--- src/rtl/seq_alu.sv ---
// Multi-cycle accumulator ALU: start/done handshake, OFF/READY/RUN/ERROR control FSM, shift-add multiplier.
// Optional macro SEQ_ALU_SAT_EN: saturating ADD/SUB/MUL instead of wrap-around plus ERROR state.
module seq_alu #(
    parameter int WIDTH = 8
) (
    input  logic             clk,
    input  logic             rst_n,
    input  logic             on,
    input  logic             start,
    input  logic [2:0]       op,
    input  logic             load_acc,
    input  logic [WIDTH-1:0] num_a,
    input  logic [WIDTH-1:0] num_b,
    output logic [WIDTH-1:0] result,
    output logic [WIDTH-1:0] acc,
    output logic             done,
    output logic             busy,
    output logic             error,
    output logic [1:0]       state
);
    localparam int CW = $clog2(WIDTH + 1);

`ifdef SEQ_ALU_SAT_EN
    localparam bit satEn = 1'b1;
`else
    localparam bit satEn = 1'b0;
`endif

    localparam logic [2:0] opAnd = 3'b000;
    localparam logic [2:0] opOr  = 3'b001;
    localparam logic [2:0] opXor = 3'b010;
    localparam logic [2:0] opNot = 3'b011;
    localparam logic [2:0] opAdd = 3'b100;
    localparam logic [2:0] opSub = 3'b101;
    localparam logic [2:0] opMul = 3'b110;
    localparam logic [2:0] opClr = 3'b111;

    typedef enum logic [1:0] {
        OFF   = 2'b00,
        READY = 2'b01,
        RUN   = 2'b10,
        ERROR = 2'b11
    } stateT;

    stateT stateReg, stateNext;

    logic [WIDTH-1:0]   aReg, bReg, resultReg, accReg;
    logic [2:0]         opReg;
    logic [2*WIDTH-1:0] prodReg, mcandReg, prodNext;
    logic [CW-1:0]      cntReg;
    logic               doneReg, busyReg, errorReg;

    logic [WIDTH-1:0]   aSel, opValue, finalValue;
    logic [WIDTH:0]     sumWide, diffWide;
    logic               opComplete, opOverflow, startAccept, finishNow;

    assign aSel        = load_acc ? num_a : accReg;
    assign startAccept = (stateReg == READY) && on && start;
    assign finishNow   = (stateReg == RUN) && on && opComplete;

    // Operation result and overflow, evaluated on the captured operands.
    always_comb begin
        sumWide    = {1'b0, aReg} + {1'b0, bReg};
        diffWide   = {1'b0, aReg} - {1'b0, bReg};
        prodNext   = prodReg + (bReg[0] ? mcandReg : '0);
        opComplete = (opReg != opMul) || (cntReg == CW'(WIDTH - 1));
        opValue    = '0;
        opOverflow = 1'b0;
        case (opReg)
            opAnd: opValue = aReg & bReg;
            opOr:  opValue = aReg | bReg;
            opXor: opValue = aReg ^ bReg;
            opNot: opValue = ~aReg;
            opAdd: begin
                opValue    = sumWide[WIDTH-1:0];
                opOverflow = sumWide[WIDTH];
            end
            opSub: begin
                opValue    = diffWide[WIDTH-1:0];
                opOverflow = diffWide[WIDTH];
            end
            opMul: begin
                opValue    = prodNext[WIDTH-1:0];
                opOverflow = |prodNext[2*WIDTH-1:WIDTH];
            end
            opClr: opValue = '0;
            default: opValue = '0;
        endcase
        finalValue = opValue;
        if (satEn && opOverflow)
            finalValue = (opReg == opSub) ? '0 : '1;
    end

    always_comb begin
        stateNext = stateReg;
        case (stateReg)
            OFF:   if (on) stateNext = READY;
            READY: begin
                if (!on)
                    stateNext = OFF;
                else if (start)
                    stateNext = RUN;
            end
            RUN: begin
                if (!on)
                    stateNext = OFF;
                else if (opComplete)
                    stateNext = (opOverflow && !satEn) ? ERROR : READY;
            end
            ERROR: stateNext = on ? READY : OFF;
            default: stateNext = READY;
        endcase
    end

    always_ff @(posedge clk or negedge rst_n) begin
        if (!rst_n)
            stateReg <= READY;
        else
            stateReg <= stateNext;
    end

    always_ff @(posedge clk or negedge rst_n) begin
        if (!rst_n) begin
            aReg      <= '0;
            bReg      <= '0;
            opReg     <= '0;
            prodReg   <= '0;
            mcandReg  <= '0;
            cntReg    <= '0;
            resultReg <= '0;
            accReg    <= '0;
            doneReg   <= 1'b0;
            busyReg   <= 1'b0;
            errorReg  <= 1'b0;
        end else begin
            doneReg <= finishNow;
            busyReg <= (stateNext == RUN);
            if (startAccept) begin
                aReg     <= aSel;
                bReg     <= num_b;
                opReg    <= op;
                errorReg <= 1'b0;
                prodReg  <= '0;
                mcandReg <= {{WIDTH{1'b0}}, aSel};
                cntReg   <= '0;
            end else if (finishNow) begin
                resultReg <= finalValue;
                if (!opOverflow || satEn)
                    accReg <= finalValue;
                if (opOverflow)
                    errorReg <= 1'b1;
            end else if ((stateReg == RUN) && on) begin
                // One multiplier bit per cycle: B shifts right, multiplicand shifts left.
                prodReg  <= prodNext;
                mcandReg <= mcandReg << 1;
                bReg     <= bReg >> 1;
                cntReg   <= cntReg + 1'b1;
            end
        end
    end

    assign result = resultReg;
    assign acc    = accReg;
    assign done   = doneReg;
    assign busy   = busyReg;
    assign error  = errorReg;
    assign state  = stateReg;
endmodule
--- config.mk ---
export PLATFORM = sky130hd
export DESIGN_NAME = seq_alu
export DESIGN_NICKNAME = d
export VERILOG_FILES = /design/src/rtl/seq_alu.sv
export SDC_FILE = /design/constraint.sdc
export NUM_CORES = 1
export LEC_CHECK = 0
export BUFFER_PORTS_ARGS = -buffer_cell sky130_fd_sc_hd__buf_2
export CORE_UTILIZATION = 65
export CTS_CLUSTER_SIZE = 20
export DETAILED_ROUTE_END_ITERATION = 10
export PLACE_DENSITY = 0.86
export SLEW_MARGIN = 10
export SYNTH_ARGS = -nofsm -noshare
export SYNTH_HDL_FRONTEND = slang
export SYNTH_SLANG_ARGS = --single-unit
--- constraint.sdc ---
create_clock -name clk -period 6.2 [get_ports clk]
set_input_delay 1.24 -clock clk [delete_from_list [all_inputs] [get_ports clk]]
set_output_delay 1.24 -clock clk [all_outputs]
set_load 0.03 [all_outputs]
==> flow_summary.toml <==
[pwr]
cellPowerDensity_mw_per_mm2 = 336
ir_worst_vdd_mv = 0.318
power_mw = 1.88
leakage_nw = 2.71

[floorplan]
num_io_pins = 45
core-area_mm2 = 0.00769
die_h_um = 90.8
fp.dieArea_mm2 = 0.00824
rows = 32
initial_core_util_pct = 66.6
die_w_um = 90.8

[logic_synthesis]
synth_fa_ha_area_share_pct = 10.9
yosysWarningCount = 0
syn_inst = 578
synth_top_family_by_area = "compound AO/OA/AOI/OAI gates"
synthFlopType = "dfrtp_1"
synth_nets = 645
syn_area_per_cell_um2 = 8.86
synth_mux_area_share_pct = 4.45
synth-compound-area-share_pct = 20.7
netlist_area_mm2 = 0.00512
ys_seq_elements = 76
synth_xor_area_share_pct = 3.93
synth_cell_types = 57
synth_edf_count = 0
yosysSeqAreaShare_pct = 37.2
synth-async-reset-ratio_pct = 100
synthSimpleGateAreaFrac_pct = 17.6

[setup_path]
end_kind = "register"
crit_path_max_fanout = 19
crit_arrival_ps = 4350
critPathKind = "register to register"
critPathBufInv = 1
cp_cell_sequence = "and2_1 -> ha_1 -> inv_1 -> fa_1 -> nor2b_2 -> o2111ai_2 -> nand3_1 -> a22o_1 -> a21oi_1 -> a2111oi_2 -> a31oi_1 -> nor3b_2 -> mux2i_1"
path_depth = 13
cp_top_family = "simple AND/OR/NAND/NOR gates"
r2r_slack_ps = 2110
cpPeakStageDelay_ps = 690
endpoint = "acc[5]$_DFFE_PN0P_"
crit_slowest_cell = "nor3b_2"
crit_start = "bReg[0]$_DFFE_PN0P_"
critPathLaunchType = "register"
r2r-end = "acc[5]$_DFFE_PN0P_"
cp.required_ps = 6460
r2r-start = "bReg[0]$_DFFE_PN0P_"
reg2reg_depth = 13

[timing]
tns_ps = 0
finalMaxSlewViolations = 0
tightestPinTransition_ps = 1110
fmax_ghz = 0.244
grt_setup_unrepaired = "no"
skew_ps = 7.34
timing.final.crit_share_pct = 66.0
setup_viol_count_final = 0
relSlewSlack_pct = 26.0
hold_viol = 0
period_needed_ps = 4090

[clock_network]
clk_pin_slew_ps = 80
cts.sinks = 76
htree_levels = 3
numCtsBuffers = 9
cts_tree = "built"
cts_setup_buffers = 0
cts_resized = 0
holdBufCountCts = 0
cts_buffer_depth = 2
root_buffer = "clkbuf_8"
clock_latency_ps = 350

[global_routing]
grt_pass1_vias = 4435
antenna_found_initial = 0
grt_pass1_wl_um = 20500
grt_overflow = 0
grt_usage_pct = 31.4
grt_max_degree = 77

[layout]
nFillCells = 584
layout_commonest_cell = "dfrtp_1"
stdcell_area_mm2 = 0.00561
area_delta_synth_final_pct = 9.43
layout-drive-gt1-share_pct = 14.2
layout_common_cells = "dfrtp_1, nand2_1, buf_2, ha_1"
fin_cells = 714
fin_nets = 675
n_antenna_cell = 0

[route]
vias_per_cell = 6.25
routed_wl_um = 12400
vias = 4465
wl_per_cell_um = 17.4
drc = 0
drtPass1Iterations = 5
postRouteAntennaNets = 0
drt-initial-drc-count = 373

[hold_path]
min_path_type = "register to register"

[flow_run]
cap_violations = 0

[placement]
dpl.cell_count = 699
routabilityCongestion = 0.957
dp_hpwl_um = 8780
post_dp_cell_area_mm2 = 0.00538
portBuffers = 44

[status]
status = "finished, final reports clean"
-- worst min path at each step --
stage,slack (ps),depth (start not counted),end,start
2_1_floorplan,450,2,mcandReg[10]$_DFFE_PN0P_,mcandReg[9]$_DFFE_PN0P_
5_1_grt,530,2,mcandReg[13]$_DFFE_PN0P_,mcandReg[12]$_DFFE_PN0P_
4_1_cts,510,2,mcandReg[13]$_DFFE_PN0P_,mcandReg[12]$_DFFE_PN0P_
3_5_place_dp,490,2,mcandReg[12]$_DFFE_PN0P_,mcandReg[11]$_DFFE_PN0P_
3_3_place_gp,470,2,mcandReg[12]$_DFFE_PN0P_,mcandReg[11]$_DFFE_PN0P_
6_report,510,2,mcandReg[13]$_DFFE_PN0P_,mcandReg[12]$_DFFE_PN0P_
-- worst min-delay path, cell delays in order (launching register included) --
cell	delay, ps
dfrtp_1	370
nand2_1	60
nand2_1	50
-- area by class of cell --
class                           count  area (µm²)  share of cell area (%)
Inverter                           39         146                    2.61
Tap cell                          102         128                    2.28
Sequential cell                    76        1900                    34.0
Clock inverter                      4        72.6                    1.29
Timing Repair Buffer               47         245                    4.37
Clock buffer                       11         151                    2.70
Multi-Input combinational cell    435        2960                    52.8
-- layer usage --
| metal | wire, µm | GRT usage (%) | part of all wire, % |
|---|---|---|---|
| met1 | 4970 | 36.6 | 40 |
| met2 | 6430 | 56.1 | 52 |
| met5 | 0 | 0 | 0 |
| met4 | 458 | 15.5 | 3.7 |
| met3 | 580 | 4.71 | 4.7 |
-- per-stage QoR --
step	setup WS, ps	utilization [%]	hold slack (ps)
after CTS	2130	72.9	513
final	2110	72.9	510
after detailed placement	2260	70.0	494
after floorplan	2970	-	453
after global placement	2450	70.0	475
after global routing	1830	72.9	531
-- power by group --
group          switching, mW  internal, mW  leakage (nW)
combinational          0.450         0.289          1.64
clock                  0.186         0.246         0.111
sequential             0.120         0.594         0.965
total                  0.756          1.13          2.71
-- cell usage after synthesis, types with 9 or more instances --
| library cell | number | area [µm²] |
|---|---|---|
| nand3_1 | 32 | 160 |
| mux2i_1 | 16 | 160 |
| and2_1 | 15 | 93.8 |
| o21ai_0 | 33 | 165 |
| ha_1 | 40 | 500 |
| xor2_1 | 9 | 78.8 |
| xnor2_1 | 14 | 123 |
| dfrtp_1 | 75 | 1880 |
| clkbuf_1 | 20 | 75.1 |
| nor2b_1 | 9 | 56.3 |
| inv_1 | 39 | 146 |
| a21oi_1 | 39 | 195 |
| a21o_1 | 11 | 82.6 |
| nand2_1 | 69 | 259 |
| nor2_1 | 38 | 143 |
-- sequential cells by signal, indices dropped and copies added (netlist names) --
| name | flops |
|---|---|
| aReg | 8 |
| acc | 8 |
| bReg | 8 |
| busy | 1 |
| cntReg | 4 |
| done | 1 |
| error | 1 |
| mcandReg | 16 |
| opReg | 3 |
| prodReg | 16 |
| result | 8 |
| state | 2 |
-- logic make-up (layout without fill, tap and decap cells) --
group / after synthesis / in the layout
and+or+nand+nor: 191 / 191
AOI/OAI and AO/OA: 156 / 156
DFF: 76 / 76
buffers and inverters: 67 / 101
adders and majority gates: 43 / 43
xor gates and xnor gates: 23 / 23
muxes: 22 / 22
(Power assumes the default switching activity.)
